===== src/rtl/branch_predictor_if.sv =====
// Fetch-side lookup and EX-side training bus of the branch target buffer.
// master: the CPU pipeline driving PCs and resolved branches.
// slave: the predictor returning the prediction and the statistics.
interface branch_predictor_if #(
    parameter int ADDR_W = 32,
    parameter int STAT_W = 16
);
    logic [ADDR_W-1:0] pc_i;
    logic              hit_o;
    logic              pred_taken_o;
    logic [ADDR_W-1:0] pred_target_o;
    logic              upd_valid_i;
    logic [ADDR_W-1:0] upd_pc_i;
    logic              upd_taken_i;
    logic [ADDR_W-1:0] upd_target_i;
    logic              upd_mispred_i;
    logic              flush_i;
    logic [STAT_W-1:0] upd_cnt_o;
    logic [STAT_W-1:0] mispred_cnt_o;

    modport master (
        output pc_i, upd_valid_i, upd_pc_i, upd_taken_i, upd_target_i,
               upd_mispred_i, flush_i,
        input  hit_o, pred_taken_o, pred_target_o, upd_cnt_o, mispred_cnt_o
    );

    modport slave (
        input  pc_i, upd_valid_i, upd_pc_i, upd_taken_i, upd_target_i,
               upd_mispred_i, flush_i,
        output hit_o, pred_taken_o, pred_target_o, upd_cnt_o, mispred_cnt_o
    );
endinterface


===== src/rtl/branch_predictor.sv =====
// Direct-mapped branch target buffer with per-entry saturating direction
// counters. Lookup is combinational from the fetch PC; training happens on
// the clock edge from the resolved branch in EX. Also keeps saturating
// counts of updates and mispredictions.
module branch_predictor #(
    parameter int ADDR_W  = 32,
    parameter int ENTRIES = 16,
    parameter int CTR_W   = 2,
    parameter int STAT_W  = 16
) (
    input logic               clk_i,
    input logic               rst_i,
    branch_predictor_if.slave bp
);
    localparam int IDX_W = $clog2(ENTRIES);
    localparam int TAG_W = ADDR_W - IDX_W - 2;

    localparam logic [CTR_W-1:0]  CTR_ONE  = CTR_W'(1);
    localparam logic [CTR_W-1:0]  CTR_MAX  = '1;
    localparam logic [CTR_W-1:0]  CTR_WT   = CTR_W'(1) << (CTR_W - 1);
    localparam logic [CTR_W-1:0]  CTR_WNT  = CTR_WT - CTR_ONE;
    localparam logic [STAT_W-1:0] STAT_ONE = STAT_W'(1);
    localparam logic [STAT_W-1:0] STAT_MAX = '1;

    logic              valid_q  [ENTRIES];
    logic              valid_d  [ENTRIES];
    logic [TAG_W-1:0]  tag_q    [ENTRIES];
    logic [TAG_W-1:0]  tag_d    [ENTRIES];
    logic [ADDR_W-1:0] target_q [ENTRIES];
    logic [ADDR_W-1:0] target_d [ENTRIES];
    logic [CTR_W-1:0]  ctr_q    [ENTRIES];
    logic [CTR_W-1:0]  ctr_d    [ENTRIES];

    logic [STAT_W-1:0] upd_cnt_q, upd_cnt_d;
    logic [STAT_W-1:0] mispred_cnt_q, mispred_cnt_d;

    logic [IDX_W-1:0]  lk_idx, upd_idx;
    logic [TAG_W-1:0]  lk_tag, upd_tag;
    logic              lk_hit, lk_taken, upd_hit;

    assign lk_idx  = bp.pc_i[IDX_W+1:2];
    assign lk_tag  = bp.pc_i[ADDR_W-1:IDX_W+2];
    assign upd_idx = bp.upd_pc_i[IDX_W+1:2];
    assign upd_tag = bp.upd_pc_i[ADDR_W-1:IDX_W+2];

    // Combinational prediction straight from the stored table (no bypass of a same-cycle update)
    always_comb begin
        lk_hit   = valid_q[lk_idx] && (tag_q[lk_idx] == lk_tag);
        lk_taken = lk_hit && ctr_q[lk_idx][CTR_W-1];
    end

    assign bp.hit_o         = lk_hit;
    assign bp.pred_taken_o  = lk_taken;
    assign bp.pred_target_o = lk_taken ? target_q[lk_idx] : bp.pc_i + ADDR_W'(4);
    assign bp.upd_cnt_o     = upd_cnt_q;
    assign bp.mispred_cnt_o = mispred_cnt_q;

    // Next table and statistics state: train on the resolved branch, flush wins over training
    always_comb begin
        valid_d       = valid_q;
        tag_d         = tag_q;
        target_d      = target_q;
        ctr_d         = ctr_q;
        upd_cnt_d     = upd_cnt_q;
        mispred_cnt_d = mispred_cnt_q;
        upd_hit       = valid_q[upd_idx] && (tag_q[upd_idx] == upd_tag);

        if (bp.upd_valid_i && !bp.flush_i) begin
            if (upd_hit) begin
                if (bp.upd_taken_i) begin
                    target_d[upd_idx] = bp.upd_target_i;
                    if (ctr_q[upd_idx] != CTR_MAX) begin
                        ctr_d[upd_idx] = ctr_q[upd_idx] + CTR_ONE;
                    end
                end else if (ctr_q[upd_idx] != '0) begin
                    ctr_d[upd_idx] = ctr_q[upd_idx] - CTR_ONE;
                end
            end else if (bp.upd_taken_i) begin
                valid_d[upd_idx]  = 1'b1;
                tag_d[upd_idx]    = upd_tag;
                target_d[upd_idx] = bp.upd_target_i;
                ctr_d[upd_idx]    = CTR_WT;
            end
        end

        if (bp.flush_i) begin
            for (int i = 0; i < ENTRIES; i++) begin
                valid_d[i] = 1'b0;
            end
        end

        if (bp.upd_valid_i) begin
            if (upd_cnt_q != STAT_MAX) begin
                upd_cnt_d = upd_cnt_q + STAT_ONE;
            end
            if (bp.upd_mispred_i && (mispred_cnt_q != STAT_MAX)) begin
                mispred_cnt_d = mispred_cnt_q + STAT_ONE;
            end
        end
    end

    // State registers; reset empties the table and leaves every counter weakly not-taken
    always_ff @(posedge clk_i or negedge rst_i) begin
        if (!rst_i) begin
            for (int i = 0; i < ENTRIES; i++) begin
                valid_q[i]  <= 1'b0;
                tag_q[i]    <= '0;
                target_q[i] <= '0;
                ctr_q[i]    <= CTR_WNT;
            end
            upd_cnt_q     <= '0;
            mispred_cnt_q <= '0;
        end else begin
            valid_q       <= valid_d;
            tag_q         <= tag_d;
            target_q      <= target_d;
            ctr_q         <= ctr_d;
            upd_cnt_q     <= upd_cnt_d;
            mispred_cnt_q <= mispred_cnt_d;
        end
    end
endmodule


===== src/flat_wrapper.sv =====
// flat-port wrapper written by rule: the top's interface ports become plain ports
module branch_predictor_flat 
#(
    parameter int ADDR_W  = 32,
    parameter int ENTRIES = 16,
    parameter int CTR_W   = 2,
    parameter int STAT_W  = 16
)
  (clk_i, rst_i, bp_pc_i, bp_upd_valid_i, bp_upd_pc_i, bp_upd_taken_i, bp_upd_target_i, bp_upd_mispred_i, bp_flush_i, bp_hit_o, bp_pred_taken_o, bp_pred_target_o, bp_upd_cnt_o, bp_mispred_cnt_o);
  branch_predictor_if #(.ADDR_W(ADDR_W), .STAT_W(STAT_W)) bp_i ();
  input logic clk_i;
  input logic rst_i;
  input wire logic [$bits(bp_i.pc_i)-1:0] bp_pc_i;
  input wire logic [$bits(bp_i.upd_valid_i)-1:0] bp_upd_valid_i;
  input wire logic [$bits(bp_i.upd_pc_i)-1:0] bp_upd_pc_i;
  input wire logic [$bits(bp_i.upd_taken_i)-1:0] bp_upd_taken_i;
  input wire logic [$bits(bp_i.upd_target_i)-1:0] bp_upd_target_i;
  input wire logic [$bits(bp_i.upd_mispred_i)-1:0] bp_upd_mispred_i;
  input wire logic [$bits(bp_i.flush_i)-1:0] bp_flush_i;
  output wire logic [$bits(bp_i.hit_o)-1:0] bp_hit_o;
  output wire logic [$bits(bp_i.pred_taken_o)-1:0] bp_pred_taken_o;
  output wire logic [$bits(bp_i.pred_target_o)-1:0] bp_pred_target_o;
  output wire logic [$bits(bp_i.upd_cnt_o)-1:0] bp_upd_cnt_o;
  output wire logic [$bits(bp_i.mispred_cnt_o)-1:0] bp_mispred_cnt_o;
  assign bp_i.pc_i = bp_pc_i;
  assign bp_i.upd_valid_i = bp_upd_valid_i;
  assign bp_i.upd_pc_i = bp_upd_pc_i;
  assign bp_i.upd_taken_i = bp_upd_taken_i;
  assign bp_i.upd_target_i = bp_upd_target_i;
  assign bp_i.upd_mispred_i = bp_upd_mispred_i;
  assign bp_i.flush_i = bp_flush_i;
  assign bp_hit_o = bp_i.hit_o;
  assign bp_pred_taken_o = bp_i.pred_taken_o;
  assign bp_pred_target_o = bp_i.pred_target_o;
  assign bp_upd_cnt_o = bp_i.upd_cnt_o;
  assign bp_mispred_cnt_o = bp_i.mispred_cnt_o;
  branch_predictor #(.ADDR_W(ADDR_W), .ENTRIES(ENTRIES), .CTR_W(CTR_W), .STAT_W(STAT_W)) u_core (.clk_i(clk_i), .rst_i(rst_i), .bp(bp_i));
endmodule

===== config.mk =====
export PLATFORM = sky130hd
export DESIGN_NAME = branch_predictor_flat
export DESIGN_NICKNAME = d
export VERILOG_FILES = /design/src/rtl/branch_predictor_if.sv /design/src/rtl/branch_predictor.sv /design/src/flat_wrapper.sv
export SDC_FILE = /design/constraint.sdc
export NUM_CORES = 2
export LEC_CHECK = 0
export BUFFER_PORTS_ARGS = -buffer_cell sky130_fd_sc_hd__buf_2
export CAP_MARGIN = 0
export CORE_ASPECT_RATIO = 2
export CORE_UTILIZATION = 50
export CTS_BUF_LIST = sky130_fd_sc_hd__clkbuf_2
export DETAILED_ROUTE_END_ITERATION = 12
export MAX_ROUTING_LAYER = met4
export PLACE_DENSITY = 0.66
export RECOVER_POWER = 50
export SYNTH_ARGS = -nofsm -noshare
export SYNTH_HDL_FRONTEND = slang
export SYNTH_SLANG_ARGS = --single-unit

===== constraint.sdc =====
create_clock -name clk_i -period 6.7 [get_ports clk_i]
set_clock_uncertainty 0.1 [all_clocks]
set_input_delay 0.67 -clock clk_i [delete_from_list [all_inputs] [get_ports clk_i]]
set_output_delay 0.67 -clock clk_i [all_outputs]
set_load 0.02 [all_outputs]

Word level (Yosys, flattened, before mapping):

Cells that the tools add are included.

* bitwise gates (word level): 7
* eq/ne operators: 7
* multiplexer cells: 43
* magnitude comparators: 3
* reductions and logical operators: 18
* add/subtract/negate cells: 5

Operators with widths (count)
* 512-bit bitwise mux: 1
* 416-bit bitwise mux: 1
* 32-bit two-way mux: 9
* 26-bit binary-select mux with 4-bit select: 2
* 26-bit two-way mux: 5
* 32-bit binary-select mux with 4-bit select: 1
* 32-bit demux with 4-bit select: 1
* 26-bit demux with 4-bit select: 1
* 32-bit bitwise mux: 2
* 16-bit two-way mux: 4
* 26-bit == test: 2
* 16-bit by 1-bit adder with 16-bit output, second input constant: 2
* 32-bit by 3-bit adder with 32-bit output, second input constant: 1
* 16-bit inequality test, second input constant: 2
* 16-bit bitwise OR: 2
* 16-bit bitwise AND: 1
* 2-bit binary-select mux with 4-bit select: 2
* 16-bit NOT: 1
* 5-bit >= comparator, second input constant: 2
* 2-bit two-way mux: 5
* 4-bit NOT with 5-bit output: 2
* 2-bit nonzero test: 5
* 1-bit binary-select mux with 4-bit select: 2
* 2-bit demux with 4-bit select: 1
* 13 further kinds: 26

* register bits: 1008
* input port bits: 102
* logic and storage cells: 149
* output and inout port bits: 66

Logic depth before layout (Yosys ltp):

* word-level depth: 10
* mapped depth: 17
* mapped depth without buffers: 11

Worst setup path after synthesis:

OpenSTA, ideal clock, no wires.

* path type: input -> output
* from: input bp_pc_i[2]
* to: output bp_pred_target_o[1]
* cell stages on the path: 13
* slack: 1.336 ns
* arrival time: 4.594 ns
* buffers on the path: 6
* cells stage by stage: buf_2 > buf_4 > buf_2 > buf_1 > mux4_2 > mux4_2 > xnor2_1 > nand3_1 > nor4_1 > and2_1 > buf_2 > buf_4 > mux2_2

* cells in the longest elaborated chain, start to end: 8

RTL lines
* start: declaration: RTL line flat_wrapper.sv:13 `input wire logic [$bits(bp_i.pc_i)-1:0] bp_pc_i;`
* 4-bit NOT with 5-bit output (implied by the code) *: RTL line branch_predictor.sv:48 `lk_hit = valid_q[lk_idx] && (tag_q[lk_idx] == lk_tag);`
* 26-bit binary-select mux with 4-bit select: RTL line branch_predictor.sv:48
* 26-bit two-way mux (implied by the code) (2 in series): RTL line branch_predictor.sv:48
* 26-bit == test: RTL line branch_predictor.sv:48
* 1-bit logical AND *: RTL line branch_predictor.sv:48
* named net bp_hit_o: RTL line flat_wrapper.sv:20 `output wire logic [$bits(bp_i.hit_o)-1:0] bp_hit_o;`
* 1-bit logical AND *: RTL line branch_predictor.sv:49 `lk_taken = lk_hit && ctr_q[lk_idx][CTR_W-1];`
* 32-bit two-way mux *: RTL line branch_predictor.sv:54 `assign bp.pred_target_o = lk_taken ? target_q[lk_idx] : bp.pc_i + ADDR_W'(4);`
* end: declaration: RTL line flat_wrapper.sv:22 `output wire logic [$bits(bp_i.pred_target_o)-1:0] bp_pred_target_o;`

The timed path passes the listed nets; every way through them passes the cells marked *. The select of a mux whose other input is x is not followed.

Final worst setup path:

* from: input bp_upd_pc_i[4]
* to: register u_core.tag_q[262] in the netlist's numbering

* cells in the longest elaborated chain, start to end: 8

RTL lines
* start: declaration: RTL line flat_wrapper.sv:15 `input wire logic [$bits(bp_i.upd_pc_i)-1:0] bp_upd_pc_i;`
* 4-bit NOT with 5-bit output (implied by the code) *: RTL line branch_predictor.sv:66, branch_predictor.sv:80
* 26-bit binary-select mux with 4-bit select: RTL line branch_predictor.sv:66 `upd_hit = valid_q[upd_idx] && (tag_q[upd_idx] == upd_tag);`
* 26-bit two-way mux (implied by the code) (2 in series): RTL line branch_predictor.sv:66
* 26-bit == test: RTL line branch_predictor.sv:66
* 1-bit logical AND: RTL line branch_predictor.sv:66
* 1-bit NOT (no source line)
* 3-bit AND reduction (no source line)
* end signal: assignment: RTL line branch_predictor.sv:115 `tag_q <= tag_d;`
* end: declaration: RTL line branch_predictor.sv:27 `logic [TAG_W-1:0] tag_q [ENTRIES];`

Mark *: on every way between the ends. The rest lies on a longest branch, timed or not. The select of a mux whose other input is x is not followed.
A chain may end at the register's enable or synchronous reset.

==> metrics.yaml <==
status:
  status: "finished with violations"
  violations: "max-capacitance violations, max-slew violations"
logic_synthesis:
  ys_seq_area_share_pct: 49.3
  avgSynthCellArea_um2: 15.5
  synth.distinct_cells: 71
  synth.most_common_cell: "dfrtp_1"
  yosys.area.top_type_share_pct: 48.5
  synthTopCellsByArea: "dfrtp_1 49%, mux2_2 19%, mux4_2 17%"
  netlist_area_um2: 51200
  synth-seq-cells: 1008
  async_reset_ff_share_pct: 100
  synth_top_cell_by_area: "dfrtp_1"
  synth_edf_count: 0
  synthCells: 3307
  synth_nets: 3414
  ys_top_cells_by_count: "992 x dfrtp_1, 848 x mux2_2, 381 x mux4_2"
  synthFlopType: "dfrtp_1"
  yosys_warnings: 0
floorplan:
  boundaryPins: 168
  start_util_pct: 50.6
  die_h_um: 454
  rows: 165
  die_area_um2: 104000
  die_x_um: 228
  core_area_um2: 101000
setup_path:
  crit_chain: "dlygate4sd3_1, clkbuf_1, buf_4, mux2_2, o22ai_1, o21ai_0, o211ai_1, o31a_1, nor3_1, dlygate4sd3_1, nand4_2, nand3_2, buf_12, mux2_2"
  crit_family: "buffers and inverters"
  path_buf_inv: 5
  critPathMaxFanout: 36
  cp_slowest_cell: "clkbuf_1"
  reg2reg_depth: 10
  worstReg2RegEnd: "u_core.tag_q[360]"
  crit_path_end: "u_core.tag_q[262]"
  critPathCaptureType: "register"
  crit_start: "bp_upd_pc_i[4]"
  worstPathRequired_ns: 8.02
  critPathLaunchType: "input port"
  crit-reg2reg-launch: "u_core.tag_q[243]"
  setup.worst_path.class: "in -> reg"
  r2r_slack_ns: 1.59
  arrival_ns: 7.82
  slowest_delay_ns: 1.96
  crit_cells: 14
sta:
  max_freq_mhz: 154
  final_max_slew_viol_count: 879
  finalCriticalPeriod_ns: 6.50
  period_share_pct: 97.1
  relSlewSlack_pct: -217
  setup_viol: 0
  hold_viol_final: 0
  tightest_slew_ns: 4.76
  tns_ns: 0
cts:
  cts-buffers-inserted: 220
  clock_sinks: 1008
  insertion_delay_ns: 1.66
  cts.path.max_buffers: 3
  ctsHoldBuffers: 140
  cts_tree: "yes"
  cts_setup_buffers: 0
  cts_resized: 0
  clockRootBuffer: "clkbuf_2"
  clkTransAtPathRegs_ns: 0.10
  htree_levels: 4
cells_and_area:
  fill_cells: 8270
  layout.nets: 3745
  final-seq-area_um2: 25200
  multi_input_area_um2: 24400
  drive_gt1_share_pct: 51.5
  area_growth_syn_to_layout_pct: 10.7
grt:
  grt_usage_pct: 30.7
  grt_start_max_net_pins: 189
  antenna_found_initial: 6
  grt-ovfl-total: 0
  grt_pass1_wl_um: 228000
  grt_pass1_vias: 35900
place:
  hpwl_um: 95800
  place.port_buffers: 165
  gp_congestion: 0.968
hold_path:
  hp-start: "bp_upd_pc_i[2]"
  min_delay_path_depth: 5
  hold_class: "in -> reg"
power_and_ir_drop:
  power_density_nw_per_um2: 245
  finalPower_uw: 13900
  p_leak_uw: 0.0263
  max-vdd-ir-drop_mv: 0.209
route:
  num_vias: 32300
  drtIter0Drc: 1971
  ant_nets: 0
  dr.pass1.iters: 5
  viasPerCell: 6.27
  wl_per_cell_um: 29.4
  wl_um: 151000
  drc_errors: 0
run:
  maxCapViolCount: 10
## area by class of cell
| class | count | area share [%] |
|---|---|---|
| antenna | 9 | 0.0398 |
| clock buffer | 310 | 2.74 |
| clock inverter | 73 | 0.650 |
| inverter | 23 | 0.153 |
| multi-input combinational | 1981 | 43.0 |
| sequential | 1008 | 44.6 |
| tap | 1336 | 2.95 |
| timing repair buffer | 404 | 5.83 |
## worst reg2reg max path: stages, from the launching register on
cell	delay, ns
dfrtp_1	0.43
mux4_2	0.46
mux4_2	0.49
xnor2_1	0.64
nand4b_1	0.29
nor3_1	0.27
dlygate4sd3_1	0.63
nand4_4	0.29
nand3_2	0.57
buf_4	0.33
mux2_2	0.36
## sequential cells by signal (all words and copies together) (netlist names)
register	flops
u_core.target_q	512
u_core.tag_q	416
u_core.ctr_q	32
u_core.bp.upd_cnt_o	16
u_core.valid_q	16
u_core.bp.mispred_cnt_o	16
## metal layers
metal	vias up	track usage, %	share of wire [%]
li1	13300	-	-
met1	17300	33.4	36
met2	1196	52.8	53
met3	411	5.62	5.2
met4	0	17.6	6.2
met5	-	-	0
## cell families after synthesis
family / Yosys count / share of synthesized area [%]
fa+ha+maj: 5 / 0.122
buf+inv: 318 / 3.14
xor+xnor: 106 / 1.81
flops: 1008 / 49.3
compound gates: 163 / 2.22
simple gates: 272 / 3.01
mux: 1435 / 40.3
## power breakdown
| part | switching, µW | internal [µW] | leakage [µW] | total (µW) |
|---|---|---|---|---|
| sequential | 541 | 6880 | 0.0133 | 7420 |
| clock | 2470 | 1310 | 0.00147 | 3780 |
| combinational | 1190 | 1480 | 0.0115 | 2670 |
## placed cells by master, fill, tap and decap left out, types with 6 or more instances in the layout
master and n:
dfrtp_1 992, mux2_2 848, mux4_2 381, clkbuf_2 311
buf_2 158, dlygate4sd3_1 139, mux2i_1 86, nand2_1 78
mux2_4 76, xnor2_1 72, buf_4 66, clkinv_1 51
mux2_1 43, nor2_1 38, a22oi_1 35, xor2_1 34
nand4_1 33, o21ai_0 33, buf_12 26, inv_1 23
nand3_1 21, a21oi_1 21, dfstp_2 16, and3_1 13
nor3_1 12, a221oi_1 12, o21ai_1 12, nor2b_1 10
diode_2 9, nand2_2 9, a2bb2oi_1 9, clkinv_2 9
clkbuf_1 9, a22o_1 7, o22ai_1 7, nand3_2 7
nand2b_1 6, and2_1 6
## per-stage QoR
| stage | utilization, % | hold slack (ns) | worst slack (ns) | instances | area (µm²) |
|---|---|---|---|---|---|
| 5_1_grt | 56.0 | 0.163 | -0.00773 | 5143 | 56600 |
| 3_5_place_dp | 52.7 | 0.379 | 1.03 | 4612 | 53400 |
| 4_1_cts | 56.0 | 0.000542 | 0.0466 | 5135 | 56700 |
| 3_3_place_gp | 52.7 | 0.370 | 1.06 | 4612 | 53400 |
| 6_report | 56.0 | 0.234 | 0.196 | 5144 | 56600 |
| 2_1_floorplan | - | 0.274 | 1.34 | 3307 | 51200 |
## how the worst min path moves through the flow
stage | end
after floorplan | u_core.bp.mispred_cnt_o[0]
after global placement | u_core.bp.mispred_cnt_o[11]
after detailed placement | u_core.bp.mispred_cnt_o[11]
after CTS | u_core.ctr_q[11]
after global routing | u_core.ctr_q[11]
final | u_core.ctr_q[5]
(Power assumes the default switching activity.)
